--- src/rtl/fp_align_pkg.sv ---
// fp_align_pkg
// Shared constants, state encoding and unpack helpers for the
// single-precision operand aligner (front end of the FP adder).
// No ports: imported by the interface, the shifter and the top.
package fp_align_pkg;

    localparam int EXP_W     = 8;
    localparam int FRAC_W    = 23;
    localparam int MANT_W    = 27;
    localparam int SAT_SHIFT = 27;
    localparam logic [EXP_W-1:0] EXP_SPECIAL = 8'hFF;

    typedef enum logic [1:0] {
        IDLE  = 2'd0,
        ALIGN = 2'd1,
        DONE  = 2'd2
    } state_e;

    // Denormals and zero behave as if their exponent were 1.
    function automatic logic [EXP_W-1:0] eff_exp(input logic [EXP_W-1:0] e);
        return (e == '0) ? 8'd1 : e;
    endfunction

    // {hidden, frac, G, R, S} with guard/round/sticky starting at zero.
    function automatic logic [MANT_W-1:0] unpack_mant(input logic [31:0] x);
        logic hidden;
        hidden = |x[30:23];
        return {hidden, x[22:0], 3'b000};
    endfunction

endpackage

--- src/rtl/fp_operand_aligner_if.sv ---
// fp_operand_aligner_if
// Bundles the operand (input) and aligned-result (output) valid/ready
// channels of the aligner.
//   master : upstream/downstream side, drives in_* and out_ready
//   slave  : the aligner, drives in_ready and all out_* results
interface fp_operand_aligner_if;
    import fp_align_pkg::*;

    logic                in_valid;
    logic                in_ready;
    logic [31:0]         in_a;
    logic [31:0]         in_b;
    logic                out_valid;
    logic                out_ready;
    logic [EXP_W-1:0]    out_exp;
    logic [MANT_W-1:0]   out_mant_big;
    logic [MANT_W-1:0]   out_mant_small;
    logic                out_sign_big;
    logic                out_sign_small;
    logic                out_eff_sub;
    logic                out_swapped;
    logic                out_special;

    modport master (
        output in_valid, in_a, in_b, out_ready,
        input  in_ready, out_valid, out_exp, out_mant_big, out_mant_small,
               out_sign_big, out_sign_small, out_eff_sub, out_swapped,
               out_special
    );

    modport slave (
        input  in_valid, in_a, in_b, out_ready,
        output in_ready, out_valid, out_exp, out_mant_big, out_mant_small,
               out_sign_big, out_sign_small, out_eff_sub, out_swapped,
               out_special
    );

endinterface

--- src/rtl/fp_sticky_shifter.sv ---
// fp_sticky_shifter
// Combinational right shift of a 27-bit GRS mantissa with sticky
// accumulation into bit 0.
//   mant_i  : mantissa before this shift step
//   shamt_i : shift distance, 0..27 (the caller limits it to SHIFT_STEP)
//   mant_o  : shifted mantissa; bit0 = OR of shifted-out bits, the new
//             bit0 and the old bit0, so a set sticky bit never clears
module fp_sticky_shifter
    import fp_align_pkg::*;
(
    input  logic [MANT_W-1:0] mant_i,
    input  logic [4:0]        shamt_i,
    output logic [MANT_W-1:0] mant_o
);

    logic [MANT_W-1:0] shifted;
    logic [MANT_W-1:0] lost_mask;
    logic              sticky;

    always_comb begin
        shifted   = mant_i >> shamt_i;
        // Ones in the positions that fall off the right end.
        lost_mask = ~({MANT_W{1'b1}} << shamt_i);
        sticky    = (|(mant_i & lost_mask)) | shifted[0] | mant_i[0];
        mant_o    = {shifted[MANT_W-1:1], sticky};
    end

endmodule

--- src/rtl/fp_operand_aligner.sv ---
// fp_operand_aligner
// Unpacks two binary32 operands, orders them by effective exponent and
// right-aligns the smaller mantissa up to SHIFT_STEP bits per cycle with
// sticky accumulation, presenting the result on a valid/ready channel.
//   clk   : clock, rising edge
//   rst_n : synchronous active-low reset
//   bus   : slave side of fp_operand_aligner_if (operands in, aligned
//           mantissas / common exponent / sign info out)
module fp_operand_aligner
    import fp_align_pkg::*;
#(
    parameter int SHIFT_STEP = 4
) (
    input  logic                 clk,
    input  logic                 rst_n,
    fp_operand_aligner_if.slave  bus
);

    localparam logic [EXP_W-1:0] STEP_EXP = EXP_W'(SHIFT_STEP);
    localparam logic [EXP_W-1:0] SAT_EXP  = EXP_W'(SAT_SHIFT);

    state_e            state_q;
    logic [EXP_W-1:0]  exp_q;
    logic [MANT_W-1:0] mant_big_q;
    logic [MANT_W-1:0] mant_small_q;
    logic              sign_big_q;
    logic              sign_small_q;
    logic              swapped_q;
    logic              special_q;
    logic              out_valid_q;
    logic [EXP_W-1:0]  remaining_q;

    logic [EXP_W-1:0]  eff_exp_a, eff_exp_b, big_exp_d, small_exp_d, diff_d;
    logic [MANT_W-1:0] mant_a, mant_b, mant_big_d, mant_small_d, mant_shifted_d;
    logic              b_bigger_d, special_d;
    logic [4:0]        step_d;
    logic [EXP_W-1:0]  remaining_d;

    // Unpack and order the incoming pair; ties keep A as the big operand.
    always_comb begin
        eff_exp_a    = eff_exp(bus.in_a[30:23]);
        eff_exp_b    = eff_exp(bus.in_b[30:23]);
        mant_a       = unpack_mant(bus.in_a);
        mant_b       = unpack_mant(bus.in_b);
        b_bigger_d   = eff_exp_b > eff_exp_a;
        big_exp_d    = b_bigger_d ? eff_exp_b : eff_exp_a;
        small_exp_d  = b_bigger_d ? eff_exp_a : eff_exp_b;
        mant_big_d   = b_bigger_d ? mant_b : mant_a;
        mant_small_d = b_bigger_d ? mant_a : mant_b;
        diff_d       = big_exp_d - small_exp_d;
        special_d    = (bus.in_a[30:23] == EXP_SPECIAL) ||
                       (bus.in_b[30:23] == EXP_SPECIAL);
    end

    // Shift distance for this ALIGN cycle; remaining is below 27 here,
    // so its low five bits hold the whole value.
    always_comb begin
        step_d      = (remaining_q < STEP_EXP) ? remaining_q[4:0] : 5'(SHIFT_STEP);
        remaining_d = remaining_q - {3'b000, step_d};
    end

    fp_sticky_shifter u_shifter (
        .mant_i  (mant_small_q),
        .shamt_i (step_d),
        .mant_o  (mant_shifted_d)
    );

    // Control FSM and result registers. Special operands skip alignment
    // entirely; shifts of 27 or more collapse to a lone sticky bit.
    always_ff @(posedge clk) begin
        if (!rst_n) begin
            state_q      <= IDLE;
            exp_q        <= '0;
            mant_big_q   <= '0;
            mant_small_q <= '0;
            sign_big_q   <= 1'b0;
            sign_small_q <= 1'b0;
            swapped_q    <= 1'b0;
            special_q    <= 1'b0;
            out_valid_q  <= 1'b0;
            remaining_q  <= '0;
        end else begin
            case (state_q)
                IDLE: begin
                    if (bus.in_valid) begin
                        exp_q        <= big_exp_d;
                        mant_big_q   <= mant_big_d;
                        sign_big_q   <= b_bigger_d ? bus.in_b[31] : bus.in_a[31];
                        sign_small_q <= b_bigger_d ? bus.in_a[31] : bus.in_b[31];
                        swapped_q    <= b_bigger_d;
                        special_q    <= special_d;
                        remaining_q  <= '0;
                        if (special_d || diff_d == '0) begin
                            mant_small_q <= mant_small_d;
                            out_valid_q  <= 1'b1;
                            state_q      <= DONE;
                        end else if (diff_d >= SAT_EXP) begin
                            mant_small_q <= {{(MANT_W-1){1'b0}}, |mant_small_d};
                            out_valid_q  <= 1'b1;
                            state_q      <= DONE;
                        end else begin
                            mant_small_q <= mant_small_d;
                            remaining_q  <= diff_d;
                            state_q      <= ALIGN;
                        end
                    end
                end
                ALIGN: begin
                    mant_small_q <= mant_shifted_d;
                    remaining_q  <= remaining_d;
                    if (remaining_d == '0) begin
                        out_valid_q <= 1'b1;
                        state_q     <= DONE;
                    end
                end
                DONE: begin
                    if (bus.out_ready) begin
                        out_valid_q <= 1'b0;
                        state_q     <= IDLE;
                    end
                end
                default: begin
                    out_valid_q <= 1'b0;
                    state_q     <= IDLE;
                end
            endcase
        end
    end

    // in_ready is held low while reset is asserted, even before the
    // reset edge has returned the FSM to IDLE.
    assign bus.in_ready       = rst_n && (state_q == IDLE);
    assign bus.out_valid      = out_valid_q;
    assign bus.out_exp        = exp_q;
    assign bus.out_mant_big   = mant_big_q;
    assign bus.out_mant_small = mant_small_q;
    assign bus.out_sign_big   = sign_big_q;
    assign bus.out_sign_small = sign_small_q;
    assign bus.out_eff_sub    = sign_big_q ^ sign_small_q;
    assign bus.out_swapped    = swapped_q;
    assign bus.out_special    = special_q;

endmodule

--- src/flat_wrapper.sv ---
// flat-port wrapper written by rule: the top's interface ports become plain ports
module fp_operand_aligner_flat import fp_align_pkg::*;
#(
    parameter int SHIFT_STEP = 4
)
  (clk, rst_n, bus_in_valid, bus_in_a, bus_in_b, bus_out_ready, bus_in_ready, bus_out_valid, bus_out_exp, bus_out_mant_big, bus_out_mant_small, bus_out_sign_big, bus_out_sign_small, bus_out_eff_sub, bus_out_swapped, bus_out_special);
  fp_operand_aligner_if bus_i ();
  input  logic clk;
  input  logic rst_n;
  input wire logic [$bits(bus_i.in_valid)-1:0] bus_in_valid;
  input wire logic [$bits(bus_i.in_a)-1:0] bus_in_a;
  input wire logic [$bits(bus_i.in_b)-1:0] bus_in_b;
  input wire logic [$bits(bus_i.out_ready)-1:0] bus_out_ready;
  output wire logic [$bits(bus_i.in_ready)-1:0] bus_in_ready;
  output wire logic [$bits(bus_i.out_valid)-1:0] bus_out_valid;
  output wire logic [$bits(bus_i.out_exp)-1:0] bus_out_exp;
  output wire logic [$bits(bus_i.out_mant_big)-1:0] bus_out_mant_big;
  output wire logic [$bits(bus_i.out_mant_small)-1:0] bus_out_mant_small;
  output wire logic [$bits(bus_i.out_sign_big)-1:0] bus_out_sign_big;
  output wire logic [$bits(bus_i.out_sign_small)-1:0] bus_out_sign_small;
  output wire logic [$bits(bus_i.out_eff_sub)-1:0] bus_out_eff_sub;
  output wire logic [$bits(bus_i.out_swapped)-1:0] bus_out_swapped;
  output wire logic [$bits(bus_i.out_special)-1:0] bus_out_special;
  assign bus_i.in_valid = bus_in_valid;
  assign bus_i.in_a = bus_in_a;
  assign bus_i.in_b = bus_in_b;
  assign bus_i.out_ready = bus_out_ready;
  assign bus_in_ready = bus_i.in_ready;
  assign bus_out_valid = bus_i.out_valid;
  assign bus_out_exp = bus_i.out_exp;
  assign bus_out_mant_big = bus_i.out_mant_big;
  assign bus_out_mant_small = bus_i.out_mant_small;
  assign bus_out_sign_big = bus_i.out_sign_big;
  assign bus_out_sign_small = bus_i.out_sign_small;
  assign bus_out_eff_sub = bus_i.out_eff_sub;
  assign bus_out_swapped = bus_i.out_swapped;
  assign bus_out_special = bus_i.out_special;
  fp_operand_aligner #(.SHIFT_STEP(SHIFT_STEP)) u_core (.clk(clk), .rst_n(rst_n), .bus(bus_i));
endmodule
--- config.mk ---
export PLATFORM = sky130hd
export DESIGN_NAME = fp_operand_aligner_flat
export DESIGN_NICKNAME = d
export VERILOG_FILES = /design/src/rtl/fp_align_pkg.sv /design/src/rtl/fp_operand_aligner_if.sv /design/src/rtl/fp_sticky_shifter.sv /design/src/rtl/fp_operand_aligner.sv /design/src/flat_wrapper.sv
export SDC_FILE = /design/constraint.sdc
export NUM_CORES = 1
export LEC_CHECK = 0
export BUFFER_PORTS_ARGS = -buffer_cell sky130_fd_sc_hd__buf_4
export CORE_MARGIN = 2
export CORE_UTILIZATION = 40
export DETAILED_ROUTE_END_ITERATION = 10
export GPL_TIMING_DRIVEN = 0
export SYNTH_ARGS = -nofsm -noshare
export SYNTH_HDL_FRONTEND = slang
export SYNTH_SLANG_ARGS = --single-unit
export TNS_END_PERCENT = 10
--- constraint.sdc ---
create_clock -name clk -period 7.4 [get_ports clk]
set_input_delay 1.48 -clock clk [delete_from_list [all_inputs] [get_ports clk]]
set_output_delay 1.48 -clock clk [all_outputs]
set_load 0.02 [all_outputs]
==> results of run 1 <==
## power by group
part           switching (mW)  internal (mW)
Clock                   0.188          0.304
Sequential             0.0459          0.444
Combinational           0.361          0.220
## Yosys cell counts (3+ instances only)
cell      count  area, um^2
a211oi_1     20         150
o21ai_0      35         175
inv_1        19        71.3
nand2b_1      6        37.5
xor2_1        3        26.3
o22ai_1      10        62.6
or3_1         6        37.5
nor2b_1       5        31.3
o32ai_1       4        35.0
mux2i_1      20         200
dfxtp_1      74        1480
nand2_1     159         597
o221ai_1      3        26.3
a21oi_1      55         275
nand4_1      10        62.6
nor4_1       14        87.6
o211ai_1      6        45.0
a31oi_1       4        25.0
a311oi_1     32         280
or4_1         3        22.5
nor2_1       75         282
mux2_2        6        67.6
a22oi_1       4        30.0
xnor2_1       4        35.0
nor3_1       12        60.1
and3_1        4        25.0
o21ai_1      10        50.1
buf_4         5        37.5
ha_1          9         113
buf_1         5        18.8
a21o_1        3        22.5
o21a_1        5        37.5
buf_2         8        40.0
nand3_1       7        35.0
clkbuf_1     49         184
mux4_2       10         225
## layout make-up
| type | instances | area [um^2] | area share [%] |
|---|---|---|---|
| buffer | 68 | 292 | 4.15 |
| clock buffer | 11 | 243 | 3.46 |
| clock inverter | 5 | 77.6 | 1.10 |
| inverter | 19 | 71.3 | 1.02 |
| multi-input combinational | 593 | 3640 | 51.9 |
| sequential | 74 | 1480 | 21.1 |
| tap | 176 | 220 | 3.14 |
| timing repair buffer | 132 | 991 | 14.1 |
## worst max-delay path, cell delays in order
cell      delay [ps]
buf_2            170
nor4_1           340
a21oi_1          240
inv_1            100
ha_1             180
and3b_1          210
o211a_4          250
a211o_4          360
nand2_1          370
clkbuf_1         410
buf_1            480
nand2_1          160
nor2_1           120
a21oi_1           50
ha_1             210
a221oi_2         350
o221ai_2         220
a211oi_2         330
nor4_2           110
a211oi_4         480
buf_6            220
nand4_1          120
a21oi_1          170
## per-layer routing
metal / part of all wire [%] / vias up / wire (um) / GRT usage (%)
li1: - / 3042 / - / -
met1: 43 / 3107 / 9150 / 38.4
met2: 47 / 269 / 10000 / 48.9
met3: 6.5 / 47 / 1370 / 4.28
met4: 2.9 / 0 / 619 / 12.0
met5: 0 / - / 0 / 0
## stage by stage
step	cells	setup slack [ps]	cell area (um^2)
CTS	1078	591	7020
finish	1078	526	7020
global placement	1062	246	6700
detailed placement	1062	247	6700
global route	1078	37.9	7020
floorplan	754	1380	5490
## path summary, 6_finish.rpt
path | from | end | slack [ps]
setup / recovery | bus_in_a[24] | u_core.remaining_q[2] | 530
hold / removal | u_core.bus.out_valid | u_core.bus.out_valid | 460
setup reg to reg | u_core.remaining_q[2] | u_core.remaining_q[4] | 3190
hold reg to reg | u_core.bus.out_valid | u_core.bus.out_valid | 460
## kinds of logic (layout without fill, tap and decap cells)
kind of cell / after synthesis / count (layout) / share of synthesized area, %
xor gates and xnor gates: 7 / 7 / 1.12
buffers and inverters: 87 / 235 / 6.62
other: 2 / 4 / 0.137
muxes: 36 / 36 / 8.99
AOI/OAI and AO/OA: 223 / 223 / 28.6
and+or+nand+nor: 314 / 314 / 25.4
adders and majority gates: 9 / 9 / 2.05
DFF: 74 / 74 / 27.0
## registers in the layout (all words and copies together) (netlist names)
| register | count |
|---|---|
| u_core.bus.out_mant_small | 27 |
| u_core.bus.out_mant_big | 24 |
| u_core.bus.out_exp | 8 |
| u_core.remaining_q | 8 |
| u_core.state_q | 2 |
| u_core.bus.out_sign_big | 1 |
| u_core.bus.out_sign_small | 1 |
| u_core.bus.out_special | 1 |
| u_core.bus.out_swapped | 1 |
| u_core.bus.out_valid | 1 |
==> results.ini, run 1 <==
[status]
status = complete, no violations

[timing]
fin_crit_sh_pct = 92.9
timing_hold_violations_final = 0
rsz0062_at_grt = false
fin_setup_tns_ps = 0
clock.fmax_mhz = 145
fin_crit_ps = 6870
skew_ps = 7.83
slew_violations = 0
slew_headroom_pct = 47.3
setup_viol = 0
worstMarginPinSlew_ps = 781
hold_ws_ps = 459

[place]
hpwl_um = 16000
place.gp.congestion = 0.900
port_buffers = 132

[clock_tree]
numCtsBuffers = 9
post_cts_resized = 0
h-tree-depth = 3
clockBufferDepth = 2
root_buffer = clkbuf_16
cts_setup_buffers = 0
hold_buffers = 0
cts_tree = built
clk_pin_slew_worst_paths_ps = 60
insertion_delay_ps = 350
clock_sinks = 74

[floorplanning]
ios = 137
rows = 42
fp.coreArea_um2 = 13300
die_area_um2 = 14700
chipHeight_um = 121
die_x_um = 121
start_util_pct = 41.2

[yosys]
ys_seq_area_share_pct = 27.0
ys_warn_count = 0
ys_seq_elements = 74
synth_ff_type = dfxtp_1
synth_area_um2 = 5480
synth.distinct_cells = 75
synth.avg_cell_area_um2 = 7.29
async_reset_ff_share_pct = 0
syn_inst = 752
synth_edf_count = 0

[detailed_routing]
dr.pass1.iters = 5
final_antenna_net_count = 0
wl_per_cell_um = 19.7
drt_iter0_markers = 548
via_per_inst = 6.00
drt-total-wl_um = 21200
vias = 6465
drc = 0

[worst_setup_path]
arrival_ps = 7150
setup.worst_path.start_class = input port
path_class = input port to flop
path_max_fanout = 10
rr_worst_depth = 14
cp.required_ps = 7680
cp-end-kind = flop

[power]
irDropWorstVdd_uv = 117
p_leak_nw = 2.85
power_density_nw_per_um2 = 222
power_mw = 1.56

[layout]
drive_gt1_share_pct = 21.7
fin_util_pct = 52.8
antenna-diode-count = 0
area_delta_synth_final_pct = 28.1
layout_common_cells = nand2_1 (159), buf_4 (137), nor2_1 (75)
final_common_cell = nand2_1
final_nets = 974
nFillCells = 1367

[grt]
grt_start_max_net_pins = 13
grt_overflow = 0
grt_usage_pct = 29.5
grt_pass1_vias = 6206
grt_first_pass_wirelength_um = 33700
antenna_found_initial = 0

[run]
cap_violations = 0

[min_path]
holdPathStages = 2
min_path_type = flop to flop

Note: power is estimated with default switching activity, not from simulation.
==> run 2, diff against run 1 <==
Settings changed: CORE_MARGIN 2 to unset, GPL_TIMING_DRIVEN 0 to unset.
==> results.ini, run 2 (synthesis gave the netlist of run 1 again) <==
[timing]
setup_viol = 0  ; unchanged
clock.fmax_mhz = 176  ; was 145 MHz
fin_crit_sh_pct = 76.7  ; was 92.9%
slew_headroom_pct = 30.4  ; was 47.3%
hold_ws_ps = 462  ; was 459 ps
rsz0062_at_grt = false  ; unchanged
fin_setup_tns_ps = 0  ; unchanged
slew_violations = 0  ; unchanged
timing_hold_violations_final = 0  ; unchanged
fin_crit_ps = 5680  ; was 6870 ps
skew_ps = 9.19  ; was 7.83 ps
worstMarginPinSlew_ps = 1040  ; was 781 ps

[clock_tree]
post_cts_resized = 0  ; unchanged
hold_buffers = 0  ; unchanged
numCtsBuffers = 9  ; unchanged
clock_sinks = 74  ; unchanged
h-tree-depth = 3  ; unchanged
root_buffer = clkbuf_16  ; unchanged
cts_setup_buffers = 0  ; unchanged
clk_pin_slew_worst_paths_ps = 60  ; about the same
clockBufferDepth = 2  ; unchanged
insertion_delay_ps = 340  ; was 350 ps
cts_tree = built  ; unchanged

[detailed_routing]
drt_iter0_markers = 475  ; was 548
wl_per_cell_um = 18.0  ; was 19.7 um
drc = 0  ; unchanged
drt-total-wl_um = 18400  ; was 21200 um
via_per_inst = 5.83  ; was 6.00
final_antenna_net_count = 0  ; unchanged
dr.pass1.iters = 7  ; was 5
vias = 5953  ; was 6465

[worst_setup_path]
r2r-start = u_core.remaining_q[2]  ; unchanged
path_max_fanout = 18  ; was 10
worst-path-buf-inv = 2  ; was 5
max_stage_delay_ps = 690  ; was 480 ps
cp.required_ps = 7690  ; was 7680 ps
path_class = input port to flop  ; unchanged
cp-end-kind = flop  ; unchanged
slowest_stage = a211oi_4  ; was buf_1
crit_cells = 20  ; was 23
arrival_ps = 5970  ; was 7150 ps
r2r_end = u_core.remaining_q[4]  ; unchanged
timing.critical_path.cells = buf_4, nor4_1, a21oi_1, inv_1, ha_1, and3b_1, o211a_4, a211o_4, nand2_2, nand2_1, nor2_1, a21oi_1, ha_1, a221oi_2, o221ai_2, a211oi_2, nor4_2, a211oi_4, and4_4, a22o_1  ; was buf_2, nor4_1, a21oi_1, inv_1, ha_1, and3b_1, o211a_4, a211o_4, nand2_1, clkbuf_1, buf_1, nand2_1, nor2_1, a21oi_1, ha_1, a221oi_2, o221ai_2, a211oi_2, nor4_2, a211oi_4, buf_6, nand4_1, a21oi_1
ff2ff_setup_slack_ps = 3430  ; was 3190 ps
cp_top_family = compound AO/OA/AOI/OAI gates  ; unchanged
setup.worst_path.start_class = input port  ; unchanged
rr_worst_depth = 12  ; was 14

[grt]
grt_overflow = 0  ; unchanged
grtUsageMet1_pct = 34.1  ; was 38.4%
antenna_found_initial = 0  ; unchanged
grt_start_max_net_pins = 73  ; was 13
grt_usage_pct = 26.3  ; was 29.5%
busiest_layer = met2  ; unchanged
grt_util_met2_pct = 43.8  ; was 48.9%
grt_first_pass_wirelength_um = 29600  ; was 33700 um
grt_pass1_vias = 5650  ; was 6206
use_met3_pct = 3.26  ; was 4.28%

[layout]
stdcell_count = 1021  ; was 1078
drive_gt1_share_pct = 23.2  ; was 21.7%
final_common_cell = nand2_1  ; unchanged
multiInputGateArea_um2 = 3670  ; was 3640 um^2
area_delta_synth_final_pct = 24.7  ; was 28.1%
largest_reg_flops = 27  ; unchanged
nFillCells = 1312  ; was 1367
antenna-diode-count = 0  ; unchanged
ff_latch_area_um2 = 1480  ; unchanged
fin_util_pct = 51.4  ; was 52.8%
final_nets = 917  ; was 974
layout_common_cells = nand2_1 (158), buf_4 (143), nor2_1 (74), dfxtp_1 (74), a21oi_1 (55)  ; was nand2_1 (159), buf_4 (137), nor2_1 (75)

[floorplanning]
die_x_um = 119  ; was 121 um
fp.coreArea_um2 = 13300  ; unchanged
die_area_um2 = 14200  ; was 14700 um^2
chipHeight_um = 119  ; was 121 um
ios = 137  ; unchanged
rows = 42  ; unchanged
start_util_pct = 41.2  ; unchanged

[place]
dpl.cell_count = 1005  ; was 1062
hpwl_um = 13100  ; was 16000 um
place.gp.congestion = 0.902  ; was 0.900
port_buffers = 133  ; was 132

[power]
irDropWorstVdd_uv = 105  ; was 117 uV
power_density_nw_per_um2 = 221  ; was 222 nW/um^2
p_leak_nw = 2.78  ; was 2.85 nW

[run]
cap_violations = 0  ; unchanged

[status]
status = complete, no violations  ; unchanged

[min_path]
hp-start = u_core.bus.out_valid  ; unchanged
min_path_type = flop to flop  ; unchanged
holdPathStages = 2  ; unchanged
min_delay_worst_endpoint = u_core.bus.out_valid  ; unchanged

[run 2: cell count changes in the layout (fill, tap and decap cells not counted), sizes merged]
cell | before | now
buf | 151 | 143
clkbuf | 60 | 11
[run 2: cell type report]
cell class              instances  area share, %
clock buffers                  11           3.55
clock inverters                 5           1.13
inverters                      19           1.04
multi-input cells             593           53.7
flip-flops and latches         74           21.7
well taps                     176           3.22
repair buffers                143           15.7
[run 2: worst max-delay path by stage]
stage | startpoint | end
after global routing | bus_in_a[24] | u_core.bus.out_mant_small[18]
after global placement | bus_in_a[24] | u_core.remaining_q[0]
after CTS | bus_in_a[24] | u_core.remaining_q[4]
after detailed placement | bus_in_a[24] | u_core.remaining_q[0]
after floorplan | bus_in_a[24] | u_core.bus.out_mant_small[11]
final | bus_in_a[24] | u_core.remaining_q[4]
[run 2: through the flow]
stage / power [mW] / setup WS, ps / instance area (um^2)
floorplan: 0.845 / 1380 / 5490
global placement: 1.03 / 1540 / 6520
detailed placement: 1.03 / 1440 / 6520
CTS: 1.51 / 1790 / 6840
global route: 1.59 / 1290 / 6840
finish: 1.51 / 1720 / 6840
[run 2: tightest hold or removal path, stage by stage, from the launching register on]
cell and delay [ps]:
dfxtp_1 320, nand2_1 50, a21oi_1 50
[run 2: where the power goes]
part	switching, mW	total [mW]	internal, mW
sequential	0.0465	0.490	0.444
combinational	0.331	0.542	0.211
clock	0.177	0.481	0.303
[run 2: metal layers]
| metal | up-vias | part of all wire, % |
|---|---|---|
| li1 | 2922 | - |
| met1 | 2811 | 44 |
| met2 | 192 | 48 |
| met3 | 28 | 5.0 |
| met4 | 0 | 2.6 |
| met5 | - | 0 |
